--- src/rtl/plot_arbiter.sv ---
// Round-robin arbiter sharing the VGA write port between sprite requesters.
// Each grant scans one SIZE x SIZE square pixel by pixel, clipping off-screen pixels.
module plot_arbiter #(
    parameter int N_REQ    = 4,
    parameter int SIZE     = 4,
    parameter int X_W      = 8,
    parameter int Y_W      = 7,
    parameter int C_W      = 3,
    parameter int SCREEN_W = 160,
    parameter int SCREEN_H = 120
) (
    input  logic               clock,
    input  logic               reset,
    input  logic [N_REQ-1:0]   req,
    input  logic [N_REQ*X_W-1:0] req_x,
    input  logic [N_REQ*Y_W-1:0] req_y,
    input  logic [N_REQ*C_W-1:0] req_colour,
    output logic [N_REQ-1:0]   grant,
    output logic [N_REQ-1:0]   done,
    output logic               busy,
    output logic [X_W-1:0]     vga_x,
    output logic [Y_W-1:0]     vga_y,
    output logic [C_W-1:0]     vga_colour,
    output logic               vga_plot
);

    localparam int PTR_W = (N_REQ > 1) ? $clog2(N_REQ) : 1;
    localparam int LOG_S = $clog2(SIZE);
    localparam int CNT_W = 2 * LOG_S;
    localparam logic [X_W:0] X_LIM = (X_W+1)'(SCREEN_W);
    localparam logic [Y_W:0] Y_LIM = (Y_W+1)'(SCREEN_H);
    localparam logic [CNT_W-1:0] CNT_LAST = '1;
    localparam logic [PTR_W-1:0] PTR_LAST = PTR_W'(N_REQ - 1);

    typedef enum logic [1:0] {IDLE, PLOT, DONE} state_t;

    state_t           state_q, state_d;
    logic [PTR_W-1:0] rr_ptr_q, rr_ptr_d;
    logic [PTR_W-1:0] owner_q, owner_d;
    logic [X_W-1:0]   base_x_q, base_x_d;
    logic [Y_W-1:0]   base_y_q, base_y_d;
    logic [C_W-1:0]   colour_q, colour_d;
    logic [CNT_W-1:0] cnt_q, cnt_d;
    logic [X_W-1:0]   last_x_q, last_x_d;
    logic [Y_W-1:0]   last_y_q, last_y_d;
    logic [C_W-1:0]   last_c_q, last_c_d;

    logic             found;
    logic [PTR_W-1:0] win;
    logic [PTR_W-1:0] cand;
    logic [N_REQ-1:0] owner_oh;
    logic [X_W:0]     pix_x;
    logic [Y_W:0]     pix_y;

    // First requesting index at or after rr_ptr, wrapping upward.
    always_comb begin
        found = 1'b0;
        win   = '0;
        cand  = '0;
        for (int i = 0; i < N_REQ; i++) begin
            cand = PTR_W'((int'(rr_ptr_q) + i) % N_REQ);
            if (!found && req[cand]) begin
                found = 1'b1;
                win   = cand;
            end
        end
    end

    // One extra bit so coordinates past the edge are clipped, not wrapped.
    assign pix_x = {1'b0, base_x_q} + (X_W+1)'(cnt_q[LOG_S-1:0]);
    assign pix_y = {1'b0, base_y_q} + (Y_W+1)'(cnt_q[CNT_W-1:LOG_S]);

    always_comb begin
        state_d  = state_q;
        rr_ptr_d = rr_ptr_q;
        owner_d  = owner_q;
        base_x_d = base_x_q;
        base_y_d = base_y_q;
        colour_d = colour_q;
        cnt_d    = cnt_q;
        last_x_d = last_x_q;
        last_y_d = last_y_q;
        last_c_d = last_c_q;
        unique case (state_q)
            IDLE: begin
                if (found) begin
                    owner_d  = win;
                    base_x_d = req_x[win*X_W +: X_W];
                    base_y_d = req_y[win*Y_W +: Y_W];
                    colour_d = req_colour[win*C_W +: C_W];
                    cnt_d    = '0;
                    state_d  = PLOT;
                end
            end
            PLOT: begin
                cnt_d    = cnt_q + 1'b1;
                last_x_d = pix_x[X_W-1:0];
                last_y_d = pix_y[Y_W-1:0];
                last_c_d = colour_q;
                if (cnt_q == CNT_LAST) state_d = DONE;
            end
            DONE: begin
                rr_ptr_d = (owner_q == PTR_LAST) ? '0 : owner_q + 1'b1;
                state_d  = IDLE;
            end
            default: state_d = IDLE;
        endcase
    end

    always_ff @(posedge clock or negedge reset) begin
        if (!reset) begin
            state_q  <= IDLE;
            rr_ptr_q <= '0;
            owner_q  <= '0;
            base_x_q <= '0;
            base_y_q <= '0;
            colour_q <= '0;
            cnt_q    <= '0;
            last_x_q <= '0;
            last_y_q <= '0;
            last_c_q <= '0;
        end else begin
            state_q  <= state_d;
            rr_ptr_q <= rr_ptr_d;
            owner_q  <= owner_d;
            base_x_q <= base_x_d;
            base_y_q <= base_y_d;
            colour_q <= colour_d;
            cnt_q    <= cnt_d;
            last_x_q <= last_x_d;
            last_y_q <= last_y_d;
            last_c_q <= last_c_d;
        end
    end

    always_comb begin
        owner_oh          = '0;
        owner_oh[owner_q] = 1'b1;
    end

    assign busy       = (state_q != IDLE);
    assign grant      = (state_q == PLOT && cnt_q == '0) ? owner_oh : '0;
    assign done       = (state_q == DONE) ? owner_oh : '0;
    assign vga_x      = (state_q == PLOT) ? pix_x[X_W-1:0] : last_x_q;
    assign vga_y      = (state_q == PLOT) ? pix_y[Y_W-1:0] : last_y_q;
    assign vga_colour = (state_q == PLOT) ? colour_q : last_c_q;
    assign vga_plot   = (state_q == PLOT) && (pix_x < X_LIM) && (pix_y < Y_LIM);

endmodule

--- config.mk ---
export PLATFORM = sky130hd
export DESIGN_NAME = plot_arbiter
export DESIGN_NICKNAME = d
export VERILOG_FILES = /design/src/rtl/plot_arbiter.sv
export SDC_FILE = /design/constraint.sdc
export NUM_CORES = 1
export LEC_CHECK = 0
export ABC_AREA = 1
export BUFFER_PORTS_ARGS = -buffer_cell sky130_fd_sc_hd__buf_4
export CAP_MARGIN = 40
export CELL_PAD_IN_SITES_DETAIL_PLACEMENT = 0
export CELL_PAD_IN_SITES_GLOBAL_PLACEMENT = 1
export CORE_ASPECT_RATIO = 2
export CORE_MARGIN = 4
export CORE_UTILIZATION = 35
export CTS_CLUSTER_SIZE = 20
export DETAILED_ROUTE_END_ITERATION = 6
export PLACE_DENSITY = 0.86
export SYNTH_ARGS = -nofsm -noshare
export SYNTH_HDL_FRONTEND = slang
export SYNTH_SLANG_ARGS = --single-unit
--- constraint.sdc ---
create_clock -name clock -period 2.39 [get_ports clock]
set_clock_uncertainty 0.05 [all_clocks]
set_input_delay 0.239 -clock clock [delete_from_list [all_inputs] [get_ports clock]]
set_output_delay 0.239 -clock clock [all_outputs]
set_load 0.01 [all_outputs]
# --- Yosys cells after proc, flatten, opt, wreduce, memory -nomap -nowiden ---
# Index checks and enable logic that the tools add are counted.
totals:
  word_cells: 82
  regBits: 46
op_classes:
  mux: 29
  n_reduce_logical: 17
  n_shift: 3
  eq_ne: 6
  n_lt_le_gt_ge: 8
  n_mul: 2
  addsub: 7
ops:
  columns: ["cell", "count"]
  rows:
  - ["variable part select 32 x 6 -> 8 bit", 1]
  - ["variable part select 28 x 6 -> 7 bit", 1]
  - ["< comparator 2 x 3 -> 1 bit (second input constant)", 5]
  - ["2-to-1 mux 2 bit", 7]
  - ["2-to-1 mux 4 bit", 3]
  - ["variable part select 12 x 5 -> 3 bit", 1]
  - ["adder 8 x 2 -> 9 bit", 1]
  - ["< comparator 9 x 8 -> 1 bit (second input constant)", 1]
  - ["2-to-1 mux 1 bit", 9]
  - ["adder 7 x 2 -> 8 bit", 1]
  - ["binary-select mux 1 bit (select 2 bit)", 4]
  - ["< comparator 8 x 7 -> 1 bit (second input constant)", 1]
  - ["2-to-1 mux 8 bit", 1]
  - ["one-hot mux 4 bit (2 select lines)", 1]
  - ["logical AND 1 bit", 7]
  - ["2-to-1 mux 7 bit", 1]
  - ["AND reduction 2 bit", 3]
  - ["multiplier 2 x 3 -> 5 bit (second input constant)", 1]
  - ["adder 2 x 1 -> 2 bit (second input constant)", 2]
  - ["adder 2 bit (second input constant)", 2]
  - ["adder 4 x 1 -> 4 bit (second input constant)", 1]
  - ["== test 2 bit (second input constant)", 2]
  - ["== test 4 bit (second input constant)", 1]
  - ["logical NOT 4 bit", 1]
  - ["other kinds (10)", 14]

# --- Depth between registers and ports, before layout ---
# Gate-level depths: netlist of the first run.
logic_depth:
  word_depth: 14
  ltp_mapped: 16

# --- Worst setup path after synthesis of the first run ---
# No wires, ideal clock.
synth_path:
  path_kind: "register to output"
  start: "register cnt_q[0]"
  end: "output port vga_plot"
  slack_ps: 386
  arrival_time_ps: 1715
  path_stages_with_launch: 12
  required_time_ps: 2101
  cell_sequence: "dfrtp_1 ha_1 inv_1 fa_1 nor2_1 nand2_1 nor2_1 xnor2_1 nand2_1 nand2_1 nand4_1 inv_1"
synth_between:
  elab_chain_len: 4
synth_lines:
  columns: ["item", "line_no", "source"]
  rows:
  - ["from (decl)", "43", "logic [CNT_W-1:0] cnt_q, cnt_d;"]
  - ["from (signal assigned)", "129", "cnt_q <= cnt_d;"]
  - ["adder 8 x 2 -> 9 bit", "70", "assign pix_x = {1'b0, base_x_q} + (X_W+1)'(cnt_q[LOG_S-1:0]);"]
  - ["< comparator 9 x 8 -> 1 bit", "147", "assign vga_plot = (state_q == PLOT) && (pix_x < X_LIM) && (pix_y < Y_LIM);"]
  - ["logical AND 1 bit (2 in series)", "147", null]
  - ["to (decl)", "24", "output logic vga_plot"]
# No other way between the ends.

# --- Final worst setup path of the first run ---
layout_path:
  start: "register base_x_q[0]"
  end: "output port vga_plot"
layout_between:
  elab_chain_len: 4
layout_lines:
  columns: ["item", "line_no", "source"]
  rows:
  - ["from (decl)", "40", "logic [X_W-1:0] base_x_q, base_x_d;"]
  - ["from (signal assigned)", "126", "base_x_q <= base_x_d;"]
  - ["adder 8 x 2 -> 9 bit", "70", null]
  - ["< comparator 9 x 8 -> 1 bit", "147", null]
  - ["logical AND 1 bit (2 in series)", "147", null]
# No other way between the ends.

==> results.txt, run 1 <==
largest net degree at the start of global routing: 47
simple-gate share of the synthesized area: 42.1%
CTS Buf Count: 5
hold path startpoint: req_y[4]
Synth Cell Area: 3270 µm²
outcome: complete, but fails checks
critical path buffer and inverter count: 3
num rows: 49
via count: 3432
first-pass GRT wire length: 15200 µm
setup violators final: 1
Hold Path Depth: 5
placed cell areas: 4160 µm²
CTS sink count: 46
main flop type after synthesis: dfrtp_1
CP cell instances: ha_2 > inv_2 > fa_2 > nor2_4 > nand2_2 > nor2_4 > xnor2_2 > nand2_1 > nand2_1 > nand4_1 > inv_1 > buf_6
Final Max Slew Viols: 0
Synth Warn #: 0
Pleak: 2.49 nW
post-synthesis sequential area ratio: 35.2%
Hold Path Class: primary input to register
GRT overflow: 0
DP HPWL: 7330 µm
violated checks: negative setup slack
# DRC: 0
share of layout cells above drive strength 1: 26.5%
final period utilization: 101%
crit start category: register
ANT cells: 0
TritonCTS clock tree: done
Final Wtd Congestion: 0.824
total die area: 11000 µm²
P_int: 3.36 mW
min Tclk post-route: 2.42 ns
Detailed Routing Iterations Pass 1: 4
vias in the first global route: 3333
initial core utilization: 36.0%
Comb pwr share: 62.4%
Die Y: 145 µm
core area: 9070 µm²
die span in x: 76.3 µm
unrepaired setup endpoints after global routing: yes
Synth Area in Compound Gates: 4.71%
max cap viols: 0
clock network fraction of design power: 14.7%
Worst R2R Start: rr_ptr_q[0]
WL/cell: 12.8 µm
Worst setup EP type: output pin
critical path class: register to output pin
xor/xnor share of the synthesized area: 1.88%
CTS H-tree lvls: 2
total stage count of the critical path: 12
multiplexer share of the synthesized area: 0%
pwr dens: 1390 nW/µm²
Layout Nets: 696
area delta synth->final: 37.2%
synth unique cells: 32
Fillers: 929
CTS root buffer: clkbuf_16
Crit path max-delay family: adder cells
CP peak stage delay: 0.40 ns
critical path data required time: 2.10 ns
part of the power in registers: 22.9%
Post-synth ARST share: 100%
Sequential Area: 1150 µm²
top-level I/O count: 106
Port Buffers: 105
DRT antenna net count: 0
critical path's slowest cell: fa_2
Worst Tran Pin Value: 0.613 ns
VDD IR max: 0.497 mV
Synth Instances: 497
final total power: 6.23 mW
number of enable flip-flop cells after synthesis: 0
final WL: 9060 µm
Final Hold Viols: 0
syn_area_per_cell: 6.57 µm²
Vias per Instance: 4.84
worst-skew pair later-pin latency: 0.29 ns
DRT iter0 DRCs: 128
Mapped Nets: 587
Worst EP arrival: 2.13 ns
Multi-input gate area: 1820 µm²
clock-pin slew on the worst setup and hold paths: 0.06 ns
post-route setup slack: -0.0317 ns
switching share of power: 46.0%
final instance area: 4480 µm²
R2R depth: 13
Overall Global Routing Usage: 16.7%
Max-slew headroom: 59.1%
sw power: 2.87 mW
Synth Area in Adders: 5.06%
f_max: 413 MHz
Crit Path Max Fanout: 2
Worst Setup SP: base_x_q[0]
largest family of logic cells by synthesized area: simple AND/OR/NAND/NOR gates
clk buf depth: 2
initial antenna violation count: 0
Seq cells post-synth: 46
repair_timing:
action,4_1_cts,5_1_grt
endpoints found under the hold margin,46,0
pin swaps,2,7
gates cloned,0,0
setup endpoints to repair,6,18
buffers inserted,2,4
hold buffers,1,0
gates resized for setup,7,15
synthesized netlist by cell type, drive strengths merged (3+ instances only):
cell    instances  area, µm²
xnor2           3       26.3
a21oi           5       28.8
inv            63        236
ha             10        125
dfrtp          46       1150
nor2           27        121
clkbuf          7       26.3
nand3          74        393
nand2         212        811
nand4           4       25.0
o21ai          17       85.1
buf            13       97.6
xor2            4       35.0
final cells by class:
cell class	instances	share of cell area, %
timing repair buffer	122	21.1
sequential	46	25.7
inverter	63	5.28
clock inverter	2	1.34
clock buffer	6	3.10
multi-input combinational	368	40.6
tap	102	2.85
stage by stage:
step	hold slack, ns	cells	worst slack, ns	setup TNS (ns)	util [%]
after global placement	0.226	694	0.164	0	45.8
after CTS	0.205	705	-0.0386	-0.0386	48.4
final	0.205	709	-0.0317	-0.0317	49.4
after global routing	0.241	709	-0.156	-0.334	49.4
after floorplan	-0.107	497	0.386	0	-
after detailed placement	0.236	694	0.100	0	45.8
state kept, by name (all words and copies together), names as in the netlist:
register / flops
state_q: 2
owner_q: 2
base_x_q: 8
colour_q: 3
rr_ptr_q: 2
last_c_q: 3
last_y_q: 7
last_x_q: 8
cnt_q: 4
base_y_q: 7
power groups by stage:
| stage | Clock [mW] | Sequential [mW] | Combinational, mW |
|---|---|---|---|
| after floorplan | 0 | 1.35 | 2.55 |
| after CTS | 0.934 | 1.42 | 3.82 |
| after detailed placement | 0 | 1.44 | 3.74 |
| after global placement | 0 | 1.42 | 3.69 |
| after global routing | 0.970 | 1.47 | 4.43 |
| final | 0.915 | 1.43 | 3.89 |
per-layer routing:
layer,part of all wire [%],wire [µm],global-route usage [%],vias to the layer above
li1,-,-,-,1766
met1,40,3600,18.9,1559
met2,54,4870,31.9,96
met3,4.6,418,2.43,11
met4,1.9,170,5.73,0
met5,0,0,0,-
cells by family after synthesis:
kind of cell / Yosys count
AOI/OAI and AO/OA: 28
xor gates and xnor gates: 7
adders and majority gates: 12
buffers and inverters: 83
DFF: 46
and+or+nand+nor: 321
worst register-to-register path, cell delays in order, from the launching register on:
cell and delay (ns):
dfrtp_1 0.38, inv_1 0.24, nand2_1 0.12, nand3_1 0.10, nand2_1 0.11, nor2_4 0.18
nand2_1 0.10, nor2_1 0.11, nor2_1 0.08, nor2_4 0.20, nor2_2 0.04, buf_4 0.18
nand2_1 0.07, nand3_1 0.07
cells in the final DEF (no fill, tap or decap), drive strengths merged, types with 2 or more instances in the layout:
cell type / n
inv: 63
a31oi: 2
dfrtp: 46
ha: 10
or2: 2
clkbuf: 6
xnor2: 3
bufinv: 2
o22ai: 2
nand2: 212
buf: 121
xor2: 4
nand3: 74
fa: 2
a21oi: 5
o21ai: 17
nand4: 4
nor2: 27
final timing paths:
check / endpoint / slack, ns
setup / recovery: vga_plot / -0.03
setup reg to reg: base_x_q[6] / 0.25
hold / removal: base_y_q[4] / 0.20
max in group asynchronous: cnt_q[3] / 1.42
min in group asynchronous: last_y_q[4] / 0.43
hold reg to reg: last_c_q[1] / 0.42
Power figures use the tool's default switching activity.
==> run 2, diff against run 1 <==
--- a/config.mk
+++ b/config.mk
@@ -11,7 +11,6 @@
 export CELL_PAD_IN_SITES_DETAIL_PLACEMENT = 0
 export CELL_PAD_IN_SITES_GLOBAL_PLACEMENT = 1
 export CORE_ASPECT_RATIO = 2
-export CORE_MARGIN = 4
 export CORE_UTILIZATION = 35
 export CTS_CLUSTER_SIZE = 20
 export DETAILED_ROUTE_END_ITERATION = 6
==> constraint.sdc (replaced) <==
create_clock -name clock -period 2.39 [get_ports clock]
set_clock_uncertainty 0.05 [all_clocks]
set_input_delay 0.1195 -clock clock [delete_from_list [all_inputs] [get_ports clock]]
set_output_delay 0.1195 -clock clock [all_outputs]
set_load 0.01 [all_outputs]
==> run 2 against run 1 <==
- the flow now finishes without violations
- first-iteration DRC count is 38% lower
- cell count decreased by 0.71%
- worst setup slack improved by 0.072 ns
- hold slack worse by 0.11 ns
- die area shrank 12%
- sequential power about the same
- clock power fell by 25%
- non-clock buffer count down 5
- combinational power fell by 5%
- fmax increased by 3.0%
- critical path depth shrank 3
- critical endpoint is now vga_y[6]
- largest cell class unchanged
==> results.txt, run 2 (synthesis results as in run 1) <==
Vias per Instance: 4.76 (-1.7%)
crit start category: register
Sequential Area: 1150 µm² (-0.11%)
Hold Path Class: primary input to register
Hold Slack: 0.0939 ns (-0.111 ns)
Max-slew headroom: 60.7% (+1.6 points)
VDD IR max: 0.911 mV (+83%)
share of layout cells above drive strength 1: 23.9% (-2.6 points)
Worst Tran Pin Value: 0.589 ns (-0.0245 ns)
Setup Slack @ Placement: 0.0789 ns (-0.0214 ns)
f_max: 426 MHz (+3.0%)
clk buf depth: 2 (unchanged)
min Tclk post-route: 2.35 ns (-0.0716 ns)
CTS Buf Count: 5 (unchanged)
WL/cell: 12.3 µm (-3.8%)
top-level I/O count: 106 (unchanged)
GRT overflow: 0 (unchanged)
clock-pin slew on the worst setup and hold paths: 0.06 ns (about the same)
post-route setup slack: 0.0399 ns (+0.0716 ns)
Layout Nets: 691 (-0.72%)
pwr dens: 1340 nW/µm² (-3.7%)
Fillers: 943 (+1.5%)
final non-filler cell total: 704 (-0.71%)
initial antenna violation count: 0 (unchanged)
Worst setup EP type: output pin
Worst EP arrival: 2.18 ns (+0.05 ns)
critical path data required time: 2.22 ns (+0.12 ns)
Overall Global Routing Usage: 18.2% (+1.5 points)
final period utilization: 98.3% (-3.0 points)
Multi-input gate area: 1770 µm² (-2.8%)
max cap viols: 0 (unchanged)
most common cell after layout, fill and taps aside: nand2_1
DP HPWL: 7080 µm (-3.5%)
total die area: 9740 µm² (-12%)
unrepaired setup endpoints after global routing: yes
Port Buffers: 105 (unchanged)
critical path class: register to output pin
core area: 9010 µm² (-0.68%)
CTS root buffer: clkbuf_16
Final Hold Viols: 0 (unchanged)
DRT iter0 DRCs: 80 (-38%)
setup violators final: 0 (-1)
Detailed Routing Iterations Pass 1: 4 (unchanged)
# DRC: 0 (unchanged)
commonest non-fill, non-tap cells in the layout: nand2_1, buf_4, nand3_1, inv_1, dfrtp_1
vias in the first global route: 3363 (+0.90%)
final WL: 8650 µm (-4.5%)
Crit Path Max Fanout: 5 (+3)
Final Wtd Congestion: 0.832 (+1.1%)
DRT antenna net count: 0 (unchanged)
CTS sink count: 46 (unchanged)
Largest regs: base_x_q x8, last_x_q x8
Die Y: 139 µm (-4.1%)
worst-skew pair later-pin latency: 0.28 ns (about the same)
first-pass GRT wire length: 14500 µm (-4.4%)
Final Max Slew Viols: 0 (unchanged)
num rows: 49 (unchanged)
CTS H-tree lvls: 2 (unchanged)
ANT cells: 0 (unchanged)
final setup TNS: 0 ns (+0.0317 ns)
placed cell count: 694 (unchanged)
area delta synth->final: 32.8%
initial core utilization: 36.2% (+0.24 points)
TritonCTS clock tree: done
largest net degree at the start of global routing: 47 (unchanged)
via count: 3351 (-2.4%)
die span in x: 70.3 µm (-7.9%)
Pleak: 2.44 nW (-2.2%)
outcome: finished clean
run 2: area by class of cell:
cell class	instances	share of cell area [%]
clock buffers	7	3.29
clock inverters	1	0.115
inverters	63	5.45
multi-input cells	368	40.8
flip-flops and latches	46	26.6
well taps	102	2.94
repair buffers	117	20.9
run 2: worst paths after layout:
check                             from     endpoint  slack (ns)  depth (start not counted)
setup / recovery              cnt_q[2]     vga_y[6]        0.04                          9
hold / removal                req_y[2]  base_y_q[2]        0.09                          5
setup reg to reg           rr_ptr_q[0]  base_x_q[6]        0.21                         13
hold reg to reg            last_c_q[0]  last_c_q[0]        0.42                          2
max in group asynchronous        reset   state_q[0]        1.58                          2
min in group asynchronous        reset  last_y_q[4]        0.33                          2
run 2: routing by layer:
metal,share of wire [%],up-vias,GRT usage (%),wire length [µm]
met5,0,-,0,0
met4,2.2,0,6.95,192
li1,-,1757,-,-
met3,2.9,19,1.31,248
met2,55,83,34.6,4740
met1,40,1492,20.3,3470
run 2: through the flow:
step	util (%)	cell area (µm²)	power (mW)
2_1_floorplan	-	3270	3.90
3_3_place_gp	46.1	4160	5.08
3_5_place_dp	46.1	4160	5.14
4_1_cts	48.0	4330	5.87
5_1_grt	48.1	4340	6.40
6_report	48.1	4340	5.81
run 2: critical path, cell delays in order (launching register included):
cell and delay (ns):
dfrtp_1 0.41, ha_1 0.22, inv_1 0.06, fa_1 0.35, inv_1 0.12, nand4_1 0.12, nor2_1 0.14, xnor2_1 0.08
o21ai_0 0.21, buf_4 0.17
run 2: power by group:
group,total [mW],leakage (nW),switching [mW],internal (mW)
clock,0.685,0.0739,0.271,0.414
sequential,1.41,0.558,0.254,1.16
combinational,3.71,1.81,2.23,1.48
total,5.81,2.44,2.75,3.06
run 2: what timing repair did:
action,in CTS,in global routing
setup endpoints to repair,2,16
setup buffers,1,0
pin swaps,1,0
endpoints found under the hold margin,46,0
hold buffers,1,0
resized for setup,2,4
